[src/rtl/uart_rx.sv]
// 16-bit UART receiver: 1 start, 16 data (LSB first), 1 stop, no parity.
// Two-flop input synchroniser, mid-bit sampling, glitch and framing checks.
module uart_rx #(
    parameter int CLKS_PER_BIT = 435,
    parameter int HALF_BIT     = (CLKS_PER_BIT - 1) / 2
) (
    input  logic        clk,
    input  logic        rst,
    input  logic        din,
    output logic [15:0] dout,
    output logic        done,
    output logic        active,
    output logic        frame_err
);

    localparam logic [15:0] HALF_CNT = 16'(HALF_BIT);
    localparam logic [15:0] BIT_END  = 16'(CLKS_PER_BIT - 1);

    typedef enum logic [2:0] {
        S_IDLE,
        S_START,
        S_DATA,
        S_STOP,
        S_CLEANUP,
        S_BREAK
    } state_t;

    state_t      state;
    logic [1:0]  sync;
    logic [15:0] clk_cnt;
    logic [3:0]  bit_idx;
    logic [15:0] shreg;
    logic        rx_s;

    assign rx_s = sync[1];

    always_ff @(posedge clk) begin
        if (rst) begin
            sync      <= 2'b11;
            state     <= S_IDLE;
            clk_cnt   <= '0;
            bit_idx   <= '0;
            shreg     <= '0;
            dout      <= '0;
            done      <= 1'b0;
            active    <= 1'b0;
            frame_err <= 1'b0;
        end else begin
            sync      <= {sync[0], din};
            done      <= 1'b0;
            frame_err <= 1'b0;
            case (state)
                S_IDLE: begin
                    clk_cnt <= '0;
                    bit_idx <= '0;
                    if (!rx_s) begin
                        active <= 1'b1;
                        state  <= S_START;
                    end
                end
                S_START: begin
                    if (clk_cnt == HALF_CNT) begin
                        clk_cnt <= '0;
                        if (!rx_s) begin
                            state <= S_DATA;
                        end else begin
                            active <= 1'b0;
                            state  <= S_IDLE;
                        end
                    end else begin
                        clk_cnt <= clk_cnt + 16'd1;
                    end
                end
                S_DATA: begin
                    if (clk_cnt == BIT_END) begin
                        clk_cnt        <= '0;
                        shreg[bit_idx] <= rx_s;
                        if (bit_idx == 4'd15) begin
                            bit_idx <= '0;
                            state   <= S_STOP;
                        end else begin
                            bit_idx <= bit_idx + 4'd1;
                        end
                    end else begin
                        clk_cnt <= clk_cnt + 16'd1;
                    end
                end
                S_STOP: begin
                    if (clk_cnt == BIT_END) begin
                        clk_cnt <= '0;
                        active  <= 1'b0;
                        if (rx_s) begin
                            dout  <= shreg;
                            done  <= 1'b1;
                            state <= S_CLEANUP;
                        end else begin
                            frame_err <= 1'b1;
                            state     <= S_BREAK;
                        end
                    end else begin
                        clk_cnt <= clk_cnt + 16'd1;
                    end
                end
                S_CLEANUP: begin
                    state <= S_IDLE;
                end
                // A line held low after a bad stop bit must not start frames.
                S_BREAK: begin
                    if (rx_s) begin
                        state <= S_IDLE;
                    end
                end
                default: begin
                    active  <= 1'b0;
                    clk_cnt <= '0;
                    bit_idx <= '0;
                    state   <= S_IDLE;
                end
            endcase
        end
    end

endmodule

[config.mk]
export PLATFORM = sky130hd
export DESIGN_NAME = uart_rx
export DESIGN_NICKNAME = d
export VERILOG_FILES = /design/src/rtl/uart_rx.sv
export SDC_FILE = /design/constraint.sdc
export NUM_CORES = 1
export LEC_CHECK = 0
export ABC_AREA = 1
export CAP_MARGIN = 10
export CORE_ASPECT_RATIO = 0.7
export CORE_UTILIZATION = 45
export DETAILED_ROUTE_END_ITERATION = 12
export GPL_TIMING_DRIVEN = 0
export HOLD_SLACK_MARGIN = 0.1
export SYNTH_ARGS = -nofsm -noshare
export SYNTH_HDL_FRONTEND = slang
export SYNTH_SLANG_ARGS = --single-unit
[constraint.sdc]
create_clock -name clk -period 4.6 [get_ports clk]
set_input_delay 0.92 -clock clk [delete_from_list [all_inputs] [get_ports clk]]
set_output_delay 0.92 -clock clk [all_outputs]
set_load 0.05 [all_outputs]
; ---- Yosys cells after proc, flatten, opt, wreduce, memory -nomap -nowiden
; Index checks and enable logic that the tools add are counted.
[totals]
regBits = 60
wordCells = 69
in_bits = 3
out_inout_bits = 19
[classes]
add_sub_neg = 2
magnitude_cmp = 2
n_reduce_logical = 12
eq_ne = 15
bitwise = 4
muxes = 25
[op_table]
columns = op, count
row1 = 16-bit case mux with 3 select lines, 1
row2 = 16-bit 2-to-1 mux, 2
row3 = 3-bit 2-to-1 mux, 6
row4 = "16-bit by 1-bit adder with 16-bit output, second input constant", 1
row5 = 16-bit bitwise mux, 1
row6 = "16-bit by 8-bit equality test with 1-bit output, second input constant", 1
row7 = "16-bit by 9-bit equality test with 1-bit output, second input constant", 1
row8 = 3-bit case mux with 5 select lines, 1
row9 = "2-bit inequality test, second input constant", 7
row10 = 1-bit 2-to-1 mux, 8
row11 = 4-bit 2-to-1 mux, 2
row12 = 4-bit case mux with 2 select lines, 1
row13 = "3-bit by 2-bit equality test with 1-bit output, second input constant", 2
row14 = "3-bit equality test, second input constant", 2
row15 = 6-bit AND reduction, 1
row16 = 3-bit OR reduction, 2
row17 = "4-bit by 5-bit less-than comparator with 1-bit output, second input constant", 1
row18 = 5-bit AND reduction, 1
row19 = "4-bit by 1-bit adder with 4-bit output, second input constant", 1
row20 = 1-bit demux with 4-bit select, 1
row21 = "4-bit equality test, second input constant", 1
row22 = "4-bit by 1-bit >= comparator with 1-bit output, second input constant", 1
row23 = 1-bit inverter, 4
row24 = 1-bit case mux with 4 select lines, 1
row25 = other kinds (8), 10

; ---- Longest topological paths before layout
[logic_depth]
word_depth = 5
depth_mapped = 11

; ---- Worst setup path after synthesis
; No wires, ideal clock.
[synth_timing]
kind = input -> register
start = input rst
end = register dout[10]
t_required_ps = 4535
setup_ps = 65
arrival_ps = 1461
path_slack_ps = 3074
path_stages = 4
path_cell_list = inv_1 > clkbuf_1 > o21ai_1 > nor2_1
[synth_rtl]
columns = item, line
row1 = from (decl), 8  ; input logic rst,
row2 = to (signal assigned), 93  ; dout <= shreg;
row3 = to (decl), 10  ; output logic [15:0] dout,

; ---- Worst setup path in the final report
[layout_timing]
start = register active
end = output active
[layout_rtl]
columns = item, line
row1 = from (decl), 12  ; output logic active,
row2 = from (signal assigned), 46  ; active <= 1'b0;
row3 = from (signal assigned), 57  ; active <= 1'b1;
row4 = from (signal assigned), 67  ; active <= 1'b0;
; No word-level cell between the ends.

==> flow_summary.ini <==
[logic_synthesis]
synth_top_area_cell = dfxtp_1
synth-edff-count = 0
yosysMostFrequentCell = nand2_1
yosysWarningCount = 0
synth_seq_area_share_pct = 39.1
synth_area_mm2 = 0.00307
ys_async_sr_fraction_pct = 0
syn_nets = 457
yosysTopAreaCellShare_pct = 39.1
synth_area_leaders = dfxtp_1, nand2_1, nor2_1, nand4_1, nand3_1
synthCells = 447
synth-seq-cells = 60
netlist-cell-type-count = 30
synthFlopType = dfxtp_1
synth_common_cells = nand2_1, nor2_1, dfxtp_1, inv_1, nand3_1
avgSynthCellArea_um2 = 6.87

[worst_setup_path]
critPathKind = reg2out
cp-start-kind = register
critical-path-top-delay-family = buffers and inverters
worstPathRequired_ns = 3.68
cp-end-kind = primary output
slowest_stage = clkdlybuf4s50_1
path_cells = clkdlybuf4s50_1
path_buf_inv = 1
critPathMaxStageDelay_ns = 0.83
critPathMaxFanout = 2
cp.arrival_ns = 1.51

[clock_tree]
cts_buffer_depth = 2
clock_latency_ns = 0.34
h-tree-depth = 3
cts_tree = done
clkTransAtPathRegs_ns = 0.06
cts_sinks = 60
hold_buffers = 0
cts_resized = 0
cts_made_buffers = 9
cts_root_buf = clkbuf_8
cts_setup_buffers = 0

[layout]
drive_gt1_share_pct = 11.6
antennaDiodeCount = 0
fin_util_pct = 56.6
nets = 489
area_growth_syn_to_layout_pct = 17.8

[timing]
worst_pin_slew_ns = 0.599
timing.fmax_mhz = 412
finalSetupViolCount = 0
rsz0062_at_grt = no
hold_viol_final = 0
min_period_over_period_pct = 52.8
period_needed_ns = 2.43
setup_slack_ns = 2.17
finalSetupTns_ns = 0
slew_viol_final = 0
max_slew_margin_pct = 60.1
skew_ns = 0.0116

[worst_hold_path]
hold_class = reg2reg

[global_routing]
grt_max_degree = 11
grt_pass1_wl_um = 13300
antenna_found_initial = 0
grt_usage_pct = 24.2
grt_pass1_vias = 2637
grt_overflow = 0

[route]
drt_first_pass_iters = 5
avgViaCountPerCell = 5.13
drc = 0
num_vias = 2942
wl_per_cell_um = 13.3
drt-initial-drc-count = 224
ant_nets = 0
routed_wl_um = 7640

[placed_design]
port_buffers = 21
dp_slack_ns = 2.15
hpwl_um = 5780
gp_congestion = 0.867

[floorplanning]
die_w_um = 101
die_h_um = 71.1
io_pins = 22
row_count = 24
design.core.area_mm2 = 0.00640
dieArea_mm2 = 0.00716
start_util_pct = 48.0

[run_status]
status = finished, final reports clean

[power]
ir_drop_mv = 0.323
cellPowerDensity_mw_per_mm2 = 426
p_leak_nw = 1.46

[job]
cap_violations = 0
==> sequential cells by signal, indices dropped and copies added (netlist names) <==
register and cells:
bit_idx 4, active 1, shreg 16, state 3, dout 16, sync 2
frame_err 1, clk_cnt 16, done 1
==> power breakdown <==
group	switching (W)	total (W)	internal, W
registers	0.0000298	0.000575	0.000545
clock network	0.000211	0.000541	0.000331
logic	0.000311	0.000426	0.000114
total	0.000552	0.00154	0.000990
==> cell families after synthesis <==
kind of cell / synth area share (%)
AND/OR/NAND/NOR: 39.4
buffers and inverters: 8.31
AO/OA/AOI/OAI: 9.49
XOR/XNOR: 0.856
adder cells (fa/ha/maj): 2.85
flip-flops: 39.1
==> cells in the final DEF (no fill, tap or decap), types with 2 or more instances in the layout <==
| cell | Yosys | final |
|---|---|---|
| xor2_1 | 3 | 3 |
| buf_4 | 4 | 4 |
| bufinv_16 | 0 | 2 |
| nand4_1 | 26 | 26 |
| ha_1 | 7 | 7 |
| nor3_1 | 5 | 5 |
| nor2_1 | 86 | 86 |
| nand2_2 | 3 | 3 |
| o21ai_1 | 12 | 12 |
| buf_6 | 2 | 2 |
| inv_2 | 7 | 7 |
| clkdlybuf4s50_1 | 0 | 21 |
| a21oi_1 | 26 | 26 |
| o22ai_1 | 3 | 3 |
| nand2_1 | 89 | 89 |
| dfxtp_1 | 60 | 60 |
| buf_2 | 4 | 4 |
| clkbuf_8 | 0 | 11 |
| inv_1 | 33 | 33 |
| nand3b_1 | 2 | 2 |
| nand3_1 | 31 | 31 |
| or2_2 | 2 | 2 |
| clkbuf_1 | 7 | 7 |
| nor2_4 | 3 | 3 |
| o21ai_0 | 12 | 12 |
| nor2_2 | 12 | 12 |
| o211ai_1 | 2 | 2 |
==> through the flow <==
| stage | total power, W | std cells | hold WS, ns | area (um2) |
|---|---|---|---|---|
| global placement | 0.00100 | 559 | 0.393 | 3390 |
| floorplan | 0.000894 | 447 | 0.389 | 3070 |
| finish | 0.00154 | 574 | 0.409 | 3620 |
| global route | 0.00163 | 574 | 0.430 | 3620 |
| CTS | 0.00155 | 574 | 0.410 | 3620 |
| detailed placement | 0.00101 | 559 | 0.394 | 3390 |
==> worst reg2reg max path, delay by kind of cell, from the launching register on <==
kind / cells / cell delay (ns)
simple gates: 6 / 0.93
flops: 1 / 0.42
fa+ha+maj: 1 / 0.22
compound gates: 1 / 0.11
buf+inv: 1 / 0.05
==> layout make-up <==
type,count,area (um2)
sequential,60,1200
tap,91,114
clock buffer,11,151
multi-input combinational,329,1610
buffer,17,98.8
timing repair buffer,21,210
clock inverter,4,72.6
fill,660,2780
inverter,41,156
==> per-layer routing <==
metal	wire [um]	global-route usage, %	vias to the layer above
met4	71	8.37	0
met1	4360	39.6	1318
li1	-	-	1527
met2	2710	29.5	90
met5	0	0	-
met3	497	5.63	7
==> final timing paths <==
kind         slack, ns  startpoint  cells after the start           to
min reg2reg       0.41     sync[0]                      1      sync[1]
min               0.41     sync[0]                      1      sync[1]
max reg2reg       2.80  clk_cnt[0]                      9  clk_cnt[14]
max               2.17      active                      1       active
Note: power is estimated with default switching activity, not from simulation.
